<file path="src/rtl/golay_pkg.sv">
// Golay(24,12) decoder constants: B matrix rows, B-transpose rows, unit vectors, error-count width.
// Shared by the BTS stage and the error locator so both use one matrix definition.
package golay_pkg;

  localparam int NERR_W = 2;

  localparam logic [11:0] BR1  = 12'h7FF;
  localparam logic [11:0] BR2  = 12'hEE2;
  localparam logic [11:0] BR3  = 12'hDC5;
  localparam logic [11:0] BR4  = 12'hB8B;
  localparam logic [11:0] BR5  = 12'hF16;
  localparam logic [11:0] BR6  = 12'hE2D;
  localparam logic [11:0] BR7  = 12'hC5B;
  localparam logic [11:0] BR8  = 12'h8B7;
  localparam logic [11:0] BR9  = 12'h96E;
  localparam logic [11:0] BR10 = 12'hADC;
  localparam logic [11:0] BR11 = 12'hDB8;
  localparam logic [11:0] BR12 = 12'hB71;

  // B is symmetric, so each transpose row equals the matching B row.
  localparam logic [11:0] BTR1  = 12'h7FF;
  localparam logic [11:0] BTR2  = 12'hEE2;
  localparam logic [11:0] BTR3  = 12'hDC5;
  localparam logic [11:0] BTR4  = 12'hB8B;
  localparam logic [11:0] BTR5  = 12'hF16;
  localparam logic [11:0] BTR6  = 12'hE2D;
  localparam logic [11:0] BTR7  = 12'hC5B;
  localparam logic [11:0] BTR8  = 12'h8B7;
  localparam logic [11:0] BTR9  = 12'h96E;
  localparam logic [11:0] BTR10 = 12'hADC;
  localparam logic [11:0] BTR11 = 12'hDB8;
  localparam logic [11:0] BTR12 = 12'hB71;

  localparam logic [11:0] BR [1:12] = '{BR1, BR2, BR3, BR4, BR5, BR6,
                                        BR7, BR8, BR9, BR10, BR11, BR12};
  localparam logic [11:0] BTR [1:12] = '{BTR1, BTR2, BTR3, BTR4, BTR5, BTR6,
                                         BTR7, BTR8, BTR9, BTR10, BTR11, BTR12};

  // u_1 = 800 ... u_12 = 001; index 0 yields zero.
  function automatic logic [11:0] unit_vec(input logic [3:0] idx);
    unit_vec = 12'h800 >> (idx - 4'd1);
  endfunction

endpackage

</file>
<file path="src/rtl/golay_err_corr_wt12.sv">
// Combinational 12-bit popcount with weight<=2 and weight<=3 flags.
// Zero latency; no flow control.
module golay_wt12 (
  input  logic [11:0] v,
  output logic [3:0]  wt,
  output logic        le2,
  output logic        le3
);

  always_comb begin
    wt = '0;
    for (int i = 0; i < 12; i++) begin
      wt = wt + {3'b000, v[i]};
    end
  end

  assign le2 = (wt <= 4'd2);
  assign le3 = (wt <= 4'd3);

endmodule

</file>
<file path="src/rtl/golay_err_corr.sv">
// Golay(24,12) error locator/corrector with saturating health counters.
// Fixed 3-cycle latency, one word per clock, no backpressure.
module golay_err_corr
  import golay_pkg::*;
#(
  parameter int CNT_W = 16
) (
  input  logic              CLK,
  input  logic              RST,
  input  logic              S_VLD,
  input  logic [11:0]       S,
  input  logic [23:0]       RCV,
  input  logic [11:0]       BTS,
  input  logic              CLR_CNT,
  output logic              DOUT_VLD,
  output logic [11:0]       DOUT,
  output logic [NERR_W-1:0] NERR,
  output logic              UNCORR,
  output logic [CNT_W-1:0]  CORR_CNT,
  output logic [CNT_W-1:0]  UNCORR_CNT
);

  logic unused_rcv_par;
  assign unused_rcv_par = ^RCV[11:0];

  // P1: syndrome and received data
  logic        p1_vld_q, p1_vld_d;
  logic [11:0] p1_s_q, p1_s_d;
  logic [11:0] p1_dat_q, p1_dat_d;

  always_comb begin
    p1_vld_d = S_VLD;
    p1_s_d   = S_VLD ? S : p1_s_q;
    p1_dat_d = S_VLD ? RCV[23:12] : p1_dat_q;
  end

  always_ff @(posedge CLK or posedge RST) begin
    if (RST) begin
      p1_vld_q <= 1'b0;
      p1_s_q   <= '0;
      p1_dat_q <= '0;
    end else begin
      p1_vld_q <= p1_vld_d;
      p1_s_q   <= p1_s_d;
      p1_dat_q <= p1_dat_d;
    end
  end

  // Weight units: S, BTS, and the 12+12 candidate sums
  logic [3:0]  s_wt, b_wt;
  logic        s_le3, b_le3, unused_s_le2, unused_b_le2;
  logic [3:0]  sc_wt [1:12];
  logic [3:0]  bc_wt [1:12];
  logic [12:1] sc_le2, bc_le2, unused_sc_le3, unused_bc_le3;

  golay_wt12 u_wt_s (.v(p1_s_q), .wt(s_wt), .le2(unused_s_le2), .le3(s_le3));
  golay_wt12 u_wt_b (.v(BTS),    .wt(b_wt), .le2(unused_b_le2), .le3(b_le3));

  for (genvar g = 1; g <= 12; g++) begin : g_cand
    golay_wt12 u_wt_sc (.v(p1_s_q ^ BR[g]), .wt(sc_wt[g]), .le2(sc_le2[g]),
                        .le3(unused_sc_le3[g]));
    golay_wt12 u_wt_bc (.v(BTS ^ BTR[g]),   .wt(bc_wt[g]), .le2(bc_le2[g]),
                        .le3(unused_bc_le3[g]));
  end

  // P2: weights, test flags and the lowest-index candidate of tests 2 and 4
  logic        p2_vld_q, p2_vld_d;
  logic [11:0] p2_dat_q, p2_dat_d;
  logic [11:0] p2_bts_q, p2_bts_d;
  logic [3:0]  p2_s_wt_q, p2_s_wt_d, p2_b_wt_q, p2_b_wt_d;
  logic        p2_s_le3_q, p2_s_le3_d, p2_b_le3_q, p2_b_le3_d;
  logic        p2_s_hit_q, p2_s_hit_d, p2_b_hit_q, p2_b_hit_d;
  logic [3:0]  p2_s_idx_q, p2_s_idx_d;
  logic [3:0]  p2_sc_wt_q, p2_sc_wt_d, p2_bc_wt_q, p2_bc_wt_d;
  logic [11:0] p2_bc_dat_q, p2_bc_dat_d;

  always_comb begin
    p2_vld_d    = p1_vld_q;
    p2_dat_d    = p1_dat_q;
    p2_bts_d    = BTS;
    p2_s_wt_d   = s_wt;
    p2_b_wt_d   = b_wt;
    p2_s_le3_d  = s_le3;
    p2_b_le3_d  = b_le3;
    p2_s_hit_d  = 1'b0;
    p2_s_idx_d  = '0;
    p2_sc_wt_d  = '0;
    p2_b_hit_d  = 1'b0;
    p2_bc_wt_d  = '0;
    p2_bc_dat_d = '0;
    // Walk downwards so the lowest matching index is the one left standing.
    for (int i = 12; i >= 1; i--) begin
      if (sc_le2[i]) begin
        p2_s_hit_d = 1'b1;
        p2_s_idx_d = 4'(i);
        p2_sc_wt_d = sc_wt[i];
      end
      if (bc_le2[i]) begin
        p2_b_hit_d  = 1'b1;
        p2_bc_wt_d  = bc_wt[i];
        p2_bc_dat_d = BTS ^ BTR[i];
      end
    end
  end

  always_ff @(posedge CLK or posedge RST) begin
    if (RST) begin
      p2_vld_q    <= 1'b0;
      p2_dat_q    <= '0;
      p2_bts_q    <= '0;
      p2_s_wt_q   <= '0;
      p2_b_wt_q   <= '0;
      p2_s_le3_q  <= 1'b0;
      p2_b_le3_q  <= 1'b0;
      p2_s_hit_q  <= 1'b0;
      p2_b_hit_q  <= 1'b0;
      p2_s_idx_q  <= '0;
      p2_sc_wt_q  <= '0;
      p2_bc_wt_q  <= '0;
      p2_bc_dat_q <= '0;
    end else begin
      p2_vld_q    <= p2_vld_d;
      p2_dat_q    <= p2_dat_d;
      p2_bts_q    <= p2_bts_d;
      p2_s_wt_q   <= p2_s_wt_d;
      p2_b_wt_q   <= p2_b_wt_d;
      p2_s_le3_q  <= p2_s_le3_d;
      p2_b_le3_q  <= p2_b_le3_d;
      p2_s_hit_q  <= p2_s_hit_d;
      p2_b_hit_q  <= p2_b_hit_d;
      p2_s_idx_q  <= p2_s_idx_d;
      p2_sc_wt_q  <= p2_sc_wt_d;
      p2_bc_wt_q  <= p2_bc_wt_d;
      p2_bc_dat_q <= p2_bc_dat_d;
    end
  end

  // P3: priority select, correction and output hold
  logic [11:0]       e_dat;
  logic [3:0]        n_sum;
  logic              unc;
  logic              dout_vld_q, dout_vld_d, uncorr_q, uncorr_d;
  logic [11:0]       dout_q, dout_d;
  logic [NERR_W-1:0] nerr_q, nerr_d;

  always_comb begin
    e_dat = '0;
    n_sum = '0;
    unc   = 1'b0;
    if (p2_s_le3_q) begin
      n_sum = p2_s_wt_q;
    end else if (p2_s_hit_q) begin
      e_dat = unit_vec(p2_s_idx_q);
      n_sum = p2_sc_wt_q + 4'd1;
    end else if (p2_b_le3_q) begin
      e_dat = p2_bts_q;
      n_sum = p2_b_wt_q;
    end else if (p2_b_hit_q) begin
      e_dat = p2_bc_dat_q;
      n_sum = p2_bc_wt_q + 4'd1;
    end else begin
      unc = 1'b1;
    end

    dout_vld_d = p2_vld_q;
    dout_d     = dout_q;
    nerr_d     = nerr_q;
    uncorr_d   = uncorr_q;
    if (p2_vld_q) begin
      dout_d   = p2_dat_q ^ e_dat;
      nerr_d   = NERR_W'(n_sum);
      uncorr_d = unc;
    end
  end

  always_ff @(posedge CLK or posedge RST) begin
    if (RST) begin
      dout_vld_q <= 1'b0;
      dout_q     <= '0;
      nerr_q     <= '0;
      uncorr_q   <= 1'b0;
    end else begin
      dout_vld_q <= dout_vld_d;
      dout_q     <= dout_d;
      nerr_q     <= nerr_d;
      uncorr_q   <= uncorr_d;
    end
  end

  // Health counters
  logic [CNT_W-1:0] corr_cnt_q, corr_cnt_d, uncorr_cnt_q, uncorr_cnt_d;

  always_comb begin
    corr_cnt_d   = corr_cnt_q;
    uncorr_cnt_d = uncorr_cnt_q;
    if (CLR_CNT) begin
      corr_cnt_d   = '0;
      uncorr_cnt_d = '0;
    end else if (dout_vld_q) begin
      if (nerr_q != '0 && corr_cnt_q != '1)
        corr_cnt_d = corr_cnt_q + CNT_W'(1);
      if (uncorr_q && uncorr_cnt_q != '1)
        uncorr_cnt_d = uncorr_cnt_q + CNT_W'(1);
    end
  end

  always_ff @(posedge CLK or posedge RST) begin
    if (RST) begin
      corr_cnt_q   <= '0;
      uncorr_cnt_q <= '0;
    end else begin
      corr_cnt_q   <= corr_cnt_d;
      uncorr_cnt_q <= uncorr_cnt_d;
    end
  end

  assign DOUT_VLD   = dout_vld_q;
  assign DOUT       = dout_q;
  assign NERR       = nerr_q;
  assign UNCORR     = uncorr_q;
  assign CORR_CNT   = corr_cnt_q;
  assign UNCORR_CNT = uncorr_cnt_q;

endmodule

</file>
<file path="config.mk">
export PLATFORM = sky130hd
export DESIGN_NAME = golay_err_corr
export DESIGN_NICKNAME = d
export VERILOG_FILES = /design/src/rtl/golay_pkg.sv /design/src/rtl/golay_err_corr_wt12.sv /design/src/rtl/golay_err_corr.sv
export SDC_FILE = /design/constraint.sdc
export NUM_CORES = 1
export LEC_CHECK = 0
export CAP_MARGIN = 0
export CORE_MARGIN = 2
export CORE_UTILIZATION = 56
export CTS_CLUSTER_SIZE = 20
export DETAILED_ROUTE_END_ITERATION = 8
export PLACE_DENSITY = 0.76
export SLEW_MARGIN = 20
export SYNTH_ARGS = -nofsm -noshare
export SYNTH_HDL_FRONTEND = slang
export SYNTH_HIERARCHICAL = 1
export SYNTH_SLANG_ARGS = --single-unit
</file>
<file path="constraint.sdc">
create_clock -name CLK -period 4.6 [get_ports CLK]
set_input_delay 0.46 -clock CLK [delete_from_list [all_inputs] [get_ports CLK]]
set_output_delay 0.46 -clock CLK [all_outputs]
set_load 0.02 [all_outputs]
</file>
==> impl_metrics.ini, run 1 <==
[grt]
grt_max_degree = 68
grt_pass1_vias = 12160
overflow = 0
antenna_found_initial = 0
grt_pass1_wl_um = 60870
grt_util_all_layers_pct = 29.68

[layout]
n_antenna_cell = 0
area_growth_syn_to_layout_pct = 28.59
nets = 2109
drive_gt1_share_pct = 21.28
fin_cells = 2105

[logic_synthesis]
syn_nets = 1849
synth_warnings = 6
synth.avg_cell_area_sq_um = 9.195
synthesis.area_sq_um = 13880
syn_inst = 1509

[run]
cap_violations = 0

[setup_path]
startpoint = BTS[3]
critPathBufInv = 5
crit_path_frequent_cell = fa_1
max_stage_delay_ns = 0.54
crit_chain = clkdlybuf4s15_2, inv_2, inv_1, fa_1, fa_1, fa_1, fa_1, inv_2, ha_4, fa_2, a21o_1, a211oi_4, buf_6, or4b_4, and3_4, or3_1, o21ai_1
slowest_stage = fa_2
critPathTopFamily = adder cells
worstPathRequired_ns = 4.95
path_max_fanout = 7
cp.arrival_ns = 4.97
startpoint_type = input pin
r2r-start = p1_s_q[5]
worstSetupPathType = input pin to register
end_kind = register

[placement]
io_buffer_count = 87
place_congestion = 0.9608
dp.cells = 2036
dp_hpwl_um = 28360

[clock_network]
clockBufferDepth = 2
clk_pin_slew_worst_paths_ns = 0.06
cts_num_sinks = 126
cts_root_buf = clkbuf_16
cts_tree = done
clk_latency_ns = 0.43
holdBufCountCts = 0
cts_made_buffers = 17
htreeDepth = 4

[die]
coreArea_sq_um = 24320
rows = 57
dieWidth_um = 161.4
die_h_um = 161.4
dieArea_sq_um = 26050
start_util_pct = 57.06
io-pin-count = 100

[sta]
setup_viol = 1
drv_slew = 0
worst_slew_pin_slew_ns = 0.9465
slew_headroom_pct = 36.90
rsz0062_at_grt = true
period_needed_ns = 4.622
layout_setup_ws_ns = -0.02205
clock_skew_ns = 0.01143
hold_viol_final = 0
max_clock_freq_mhz = 216.4
finalCritPeriodShare_pct = 100.5

[worst_hold_path]
min_from = BTS[9]
hp-class = input pin to register

[power]
finalPower_uw = 13880
p_sw_share_pct = 45.23
peakVddDrop_mv = 0.3735
p_leak_uw = 0.008946
netSwitchingPower_uw = 6278
intPower_uw = 7602
seqPwrFrac_pct = 11.4
power_frac_comb_pct = 77.4
pwr-share-clk_pct = 11.1
powerDensity_nw_per_um2 = 777.9

[route]
antenna_left = 0
wire_per_inst_um = 17.82
vias = 11690
wirelength_um = 37520
drtPass1Iterations = 7
vias_per_cell = 5.551
dr.first_iter.drc_count = 926
drc = 0

[run_status]
violations = negative setup slack
status = complete, but fails checks
## layer usage
metal | GRT usage [%] | part of all wire [%] | vias to the layer above
met5 | 0 | 0 | -
met4 | 10.02 | 2.6 | 0
met3 | 4.828 | 6.5 | 75
met2 | 48.66 | 48 | 433
met1 | 40.48 | 43 | 5824
li1 | - | - | 5353
## worst paths after layout
path	to	slack [ns]	depth (start not counted)
min	p2_bts_q[9]	0.33	2
min reg2reg	p2_dat_q[3]	0.36	0
max reg2reg	p2_sc_wt_q[0]	0.04	17
min in group asynchronous	CORR_CNT[13]	0.57	2
max in group asynchronous	p2_bts_q[7]	3.18	3
max	p2_bc_dat_q[5]	-0.02	17
## state kept, by name, summed over array words and instances (netlist names), 2 cells and up
name	cells
CORR_CNT	16
DOUT	12
NERR	2
UNCORR_CNT	16
p1_dat_q	12
p1_s_q	12
p2_b_wt_q	2
p2_bc_dat_q	12
p2_bc_wt_q	2
p2_bts_q	12
p2_dat_q	12
p2_s_idx_q	4
p2_s_wt_q	2
p2_sc_wt_q	2
## timing repair
| item | in CTS | in global routing |
|---|---|---|
| cloned | 0 | 1 |
| setup endpoints to repair | 22 | 21 |
| resized for setup | 77 | 121 |
| pin swaps | 27 | 72 |
| buffers inserted | 28 | 13 |
## worst reg2reg max path, stage by stage (launching register included)
cell        delay (ns)
dfrtp_2           0.39
clkinvlp_4        0.11
buf_12            0.15
fa_1              0.53
inv_1             0.05
fa_1              0.50
fa_1              0.43
fa_1              0.49
inv_1             0.05
ha_2              0.18
fa_2              0.35
or2_1             0.24
a211oi_2          0.31
clkbuf_16         0.22
nor3b_1           0.06
o21ai_1           0.14
nand3_1           0.15
a21oi_2           0.15
## power groups by stage
| stage | Combinational [uW] | Sequential (uW) | Clock (uW) |
|---|---|---|---|
| after global placement | 8750 | 1580 | 0 |
| after CTS | 9590 | 1580 | 1560 |
| after detailed placement | 9040 | 1590 | 0 |
| final | 10700 | 1590 | 1550 |
| after floorplan | 5720 | 1500 | 0 |
| after global routing | 11800 | 1610 | 1610 |
## stage by stage
stage               hold WS [ns]  setup TNS (ns)  cell area [sq um]  utilization (%)  worst slack, ns
floorplan                 0.3312         -0.2841              13930                -         -0.09530
detailed placement        0.3403          -14.94              16270            66.91           -1.128
CTS                       0.3307         -0.1761              17320            71.23         -0.09175
global placement          0.3365          -13.15              16270            66.91           -1.028
finish                    0.3318        -0.02205              17840            73.37         -0.02205
global route              0.3182         -0.8544              17840            73.37          -0.1906
## area by class of cell
class / instances / area, sq um
flip-flops and latches: 126 / 3154
fillers: 1646 / 6476
clock inverters: 14 / 230.2
inverters: 428 / 1633
well taps: 324 / 405.4
multi-input cells: 912 / 9448
repair buffers: 284 / 2547
clock buffers: 17 / 425.4
## cell usage in the layout (no fill, tap or decap), types with 15 or more instances in the layout
master	instances
buf_4	163
a21o_1	35
o21ai_0	31
dfrtp_1	125
mux2_2	19
clkbuf_16	18
a21oi_2	15
clkdlybuf4s50_1	79
nor2_1	40
or2_1	25
inv_2	16
nand3_1	35
inv_1	405
buf_6	27
ha_1	95
nand3b_1	22
nand2_1	50
nor4_1	16
fa_1	169
a21oi_1	81
(Power assumes the default switching activity.)
==> run 2: changes to the inputs <==
--- a/config.mk
+++ b/config.mk
@@ -10,6 +10,7 @@
 export CORE_UTILIZATION = 56
 export CTS_CLUSTER_SIZE = 20
 export DETAILED_ROUTE_END_ITERATION = 8
+export GPL_TIMING_DRIVEN = 0
 export PLACE_DENSITY = 0.76
 export SLEW_MARGIN = 20
 export SYNTH_ARGS = -nofsm -noshare
==> impl_metrics.ini, run 2 (synthesized netlist as in run 1, its figures left out) <==
[route]
vias_per_cell = 5.610
wire_per_inst_um = 18.06
antenna_left = 0
drtPass1Iterations = 6
vias = 11460
drc = 0
wirelength_um = 36900
dr.first_iter.drc_count = 950

[grt]
grt_pass1_vias = 11540
grt_pass1_wl_um = 59100
overflow = 0
grt_max_degree = 88
grt_util_all_layers_pct = 28.86
antenna_found_initial = 0

[clock_network]
htreeDepth = 4
clockBufferDepth = 2
cts_tree = done
cts_num_sinks = 126
cts_made_buffers = 17
holdBufCountCts = 0
cts_root_buf = clkbuf_16
clk_pin_slew_worst_paths_ns = 0.06
clk_latency_ns = 0.42

[layout]
final_cell_mix = inv_1, fa_1, dfrtp_1
fin_cells = 2043
drive_gt1_share_pct = 17.80
nets = 2046
n_antenna_cell = 0
fillCellCount = 1675
area_growth_syn_to_layout_pct = 25.77
layout_commonest_cell = inv_1

[setup_path]
max_stage_delay_ns = 0.55
cp.arrival_ns = 5.03
path_max_fanout = 7
slowest_stage = fa_1
critPathBufInv = 6
crit_chain = buf_16, clkinvlp_4, buf_12, fa_1, inv_1, fa_1, fa_1, fa_1, inv_2, ha_4, fa_2, a21o_1, a211oi_4, buf_6, or4b_4, and3_4, or3_4, o21ai_2
end_kind = register
worstSetupPathType = input pin to register
startpoint_type = input pin
worstPathRequired_ns = 4.95
crit_path_frequent_cell = fa_1
critPathTopFamily = adder cells

[sta]
drv_slew = 0
hold-worst-slack_ns = 0.2509
worst_slew_pin_slew_ns = 0.7950
clock_skew_ns = 0.01401
finalCritPeriodShare_pct = 101.9
layout_setup_ws_ns = -0.08586
max_clock_freq_mhz = 213.4
setup_viol = 4
hold_viol_final = 0
period_needed_ns = 4.686
slew_headroom_pct = 46.83
rsz0062_at_grt = true

[power]
peakVddDrop_mv = 0.4185
finalPower_uw = 13510
p_leak_uw = 0.008573
powerDensity_nw_per_um2 = 774.0

[placement]
dp_hpwl_um = 26540
dp.cells = 1920
io_buffer_count = 86
place_congestion = 0.9658

[die]
die_h_um = 161.4
coreArea_sq_um = 24320
rows = 57
dieWidth_um = 161.4
dieArea_sq_um = 26050
start_util_pct = 57.06
io-pin-count = 100

[worst_hold_path]
hp-class = input pin to register

[run]
cap_violations = 0

[run_status]
status = complete, but fails checks
violations = negative setup slack
run 2: cell count changes in the layout (fill, tap and decap cells not counted), moves of 5 or more:
cell        change
buf_4          -85
clkbuf_1       +25
inv_2          -12
buf_6          -10
a21oi_4         +8
a21oi_2         -6
clkbuf_8        +6
clkinvlp_4      +6
dfrtp_1         -5
dfrtp_2         +5
ha_4            -5
run 2: stage by stage:
step	setup TNS, ns	area, sq um	setup slack, ns	util, %
2_1_floorplan	-0.2841	13930	-0.09530	-
3_3_place_gp	-143.95	15200	-2.199	62.50
3_5_place_dp	-34.86	15230	-2.296	62.64
4_1_cts	-0.1491	16550	-0.04584	68.04
5_1_grt	-1.821	17450	-0.1823	71.76
6_report	-0.1480	17450	-0.08586	71.76
run 2: cell type report:
cell class	instances	area, sq um	share of cell area (%)
repair buffers	178	1748	10.02
multi-input cells	912	9588	54.94
plain buffers	43	276.5	1.584
well taps	324	405.4	2.323
clock buffers	20	456.7	2.617
inverters	428	1669	9.564
flip-flops and latches	126	3161	18.11
clock inverters	12	147.6	0.8460
run 2: path summary, 6_finish.rpt:
path	startpoint	cells after the start	endpoint	slack (ns)
hold reg to reg	p1_dat_q[2]	0	p2_dat_q[2]	0.36
hold / removal	BTS[3]	1	p2_bts_q[3]	0.25
setup / recovery	BTS[5]	18	p2_bc_dat_q[5]	-0.09
min in group asynchronous	RST	2	CORR_CNT[13]	0.42
max in group asynchronous	RST	3	p2_b_hit_q	3.44
setup reg to reg	p1_s_q[9]	17	p2_s_hit_q	-0.03
run 2: metal layers:
layer / up-vias / share of wire, % / global-route usage (%)
met5: - / 0 / 0
met4: 0 / 2.2 / 8.036
met3: 70 / 7.4 / 5.342
met2: 453 / 47 / 46.70
met1: 5695 / 43 / 40.19
li1: 5244 / - / -
run 2: where the power goes:
group	switching [uW]	internal (uW)	total, uW
Clock	546	840	1390
Sequential	136	1350	1480
Combinational	5690	4950	10600
Total	6380	7130	13500
run 2: repair_timing:
item	in CTS	in global routing
endpoints found under the setup margin	22	22
buffers inserted	43	46
gates resized for setup	141	139
gates cloned	1	1
pin swaps	25	71
run 2: worst reg2reg max path: stages (launching register included):
cell        delay, ns
dfrtp_2          0.39
clkinvlp_4       0.18
buf_6            0.16
fa_1             0.47
inv_1            0.05
fa_1             0.50
fa_1             0.43
fa_1             0.49
inv_1            0.05
ha_2             0.18
fa_2             0.53
a21o_1           0.16
a21oi_4          0.05
buf_12           0.14
buf_4            0.13
nor4_4           0.24
nor2b_4          0.22
nand4_1          0.11
==> run 3: changes to the inputs <==
--- a/config.mk
+++ b/config.mk
@@ -12,7 +12,7 @@
 export DETAILED_ROUTE_END_ITERATION = 8
 export GPL_TIMING_DRIVEN = 0
 export PLACE_DENSITY = 0.76
-export SLEW_MARGIN = 20
+export SLEW_MARGIN = 15
 export SYNTH_ARGS = -nofsm -noshare
 export SYNTH_HDL_FRONTEND = slang
 export SYNTH_HIERARCHICAL = 1
==> impl_metrics.ini, run 3 (synthesized netlist as in run 1, its figures left out) <==
[run_status]
status = complete, but fails checks
violations = negative setup slack

[grt]
gr-usage-met2_pct = 46.68
grtUsageMet1_pct = 39.60
grt_max_degree = 91
grt_util_all_layers_pct = 28.80
busiest_layer = met2
antenna_found_initial = 0
grt_pass1_vias = 11720
grtUsageMet3_pct = 5.829
overflow = 0
grt_pass1_wl_um = 59110

[layout]
fin_area_sq_um = 17410
nets = 2042
area_growth_syn_to_layout_pct = 25.50
register_area_sq_um = 3161
multi_input_area_sq_um = 9584
final_cell_mix = inv_1, fa_1, dfrtp_1
layout_commonest_cell = inv_1
n_antenna_cell = 0
fillCellCount = 1709
drive_gt1_share_pct = 17.91

[setup_path]
worstPathRequired_ns = 4.94
path_max_fanout = 9
ff2ff_path_depth = 17
startpoint_type = input pin
cp.arrival_ns = 5.09
worstSetupPathType = input pin to register
end_kind = register

[route]
vias_per_cell = 5.709
drtPass1Iterations = 5
antenna_left = 0
drc = 0
wire_per_inst_um = 18.56
dr.first_iter.drc_count = 889
wirelength_um = 37820
vias = 11640

[power]
p_sw_share_pct = 47.85
power_frac_comb_pct = 78.3
p_leak_uw = 0.008525
peakVddDrop_mv = 0.4478
pwr-share-clk_pct = 10.5
powerDensity_nw_per_um2 = 767.5
netSwitchingPower_uw = 6396
seqPwrFrac_pct = 11.1
intPower_uw = 6970

[run]
cap_violations = 0

[clock_network]
cts_made_buffers = 17
cts_root_buf = clkbuf_16
cts_tree = done
cts_num_sinks = 126
clockBufferDepth = 2
clk_pin_slew_worst_paths_ns = 0.05
clk_latency_ns = 0.42
htreeDepth = 4

[placement]
place_area_sq_um = 15230
dp_hpwl_um = 26660
pre_cts_ws_ns = -2.292
io_buffer_count = 86
place_congestion = 0.9658

[die]
start_util_pct = 57.06
die_h_um = 161.4
io-pin-count = 100
rows = 57
coreArea_sq_um = 24320
dieArea_sq_um = 26050
dieWidth_um = 161.4

[sta]
setup_viol = 12
layout_setup_ws_ns = -0.1517
period_needed_ns = 4.752
clock_skew_ns = 0.01019
rsz0062_at_grt = true
slew_headroom_pct = 45.98
finalCritPeriodShare_pct = 103.3
hold_viol_final = 0
worst_slew_pin_slew_ns = 0.8029
max_clock_freq_mhz = 210.5
drv_slew = 0

[worst_hold_path]
hp-class = input pin to register
worstHoldPathCells = 1
[run 3: changes by cell type in the layout (fill, tap and decap cells not counted), moves of 3 or more]
cell,previous run,this run
buf_12,6,2
o21ai_0,35,32
clkinvlp_4,12,15
buf_8,2,5
nor3_2,4,1
[run 3: repair_timing]
action	in CTS	in global routing
setup buffers	42	44
setup endpoints to repair	22	21
pin swaps	34	71
gates resized for setup	150	134
gates cloned	0	3
hold buffers	0	0
hold endpoints to repair	0	0
[run 3: final timing paths]
kind | startpoint | to | slack (ns)
worst max-delay path | BTS[0] | p2_bc_dat_q[5] | -0.15
worst min-delay path | BTS[7] | p2_bts_q[7] | 0.21
worst max register to register | p1_s_q[7] | p2_sc_wt_q[1] | -0.07
worst min register to register | p1_vld_q | dout_vld_d | 0.36
max in group asynchronous | RST | p2_bts_q[7] | 3.43
min in group asynchronous | RST | CORR_CNT[13] | 0.42
[run 3: layout make-up]
type | instances | area share, %
buffer | 42 | 1.552
clock buffer | 20 | 2.623
clock inverter | 11 | 0.8909
inverter | 428 | 9.592
multi-input combinational | 912 | 55.04
sequential | 126 | 18.15
tap | 324 | 2.328
timing repair buffer | 175 | 9.829
[run 3: worst max-delay path, stage by stage]
cell        delay [ns]
buf_12            0.12
clkinvlp_4        0.21
buf_6             0.19
inv_2             0.05
fa_1              0.42
fa_1              0.55
fa_1              0.44
fa_1              0.51
inv_1             0.05
ha_1              0.21
fa_2              0.56
a21o_1            0.16
a21oi_4           0.08
or4b_1            0.50
and3_4            0.19
or3_4             0.32
o21ai_2           0.06
[run 3: through the flow]
| stage | setup TNS [ns] | util (%) | cells | hold slack (ns) | total power [uW] |
|---|---|---|---|---|---|
| after floorplan | -0.2841 | - | 1509 | 0.3312 | 7222 |
| after global placement | -143.95 | 62.50 | 1919 | 0.3340 | 8904 |
| after detailed placement | -34.74 | 62.64 | 1920 | 0.3543 | 9158 |
| after CTS | -0.2186 | 68.13 | 1992 | 0.2022 | 11570 |
| after global routing | -2.893 | 71.61 | 2038 | 0.2011 | 14390 |
| final | -0.8680 | 71.61 | 2038 | 0.2135 | 13370 |
[run 3: routing by layer]
layer | vias up | wire [um]
li1 | 5230 | -
met1 | 5808 | 15800
met2 | 496 | 17940
met3 | 101 | 2999
met4 | 0 | 1076
met5 | - | 0
[run 3: power groups by stage]
stage	clock, uW	sequential [uW]	combinational [uW]
detailed placement	0	1510	7650
global route	1470	1510	11400
CTS	1420	1480	8670
finish	1410	1490	10500
global placement	0	1500	7400
floorplan	0	1500	5720
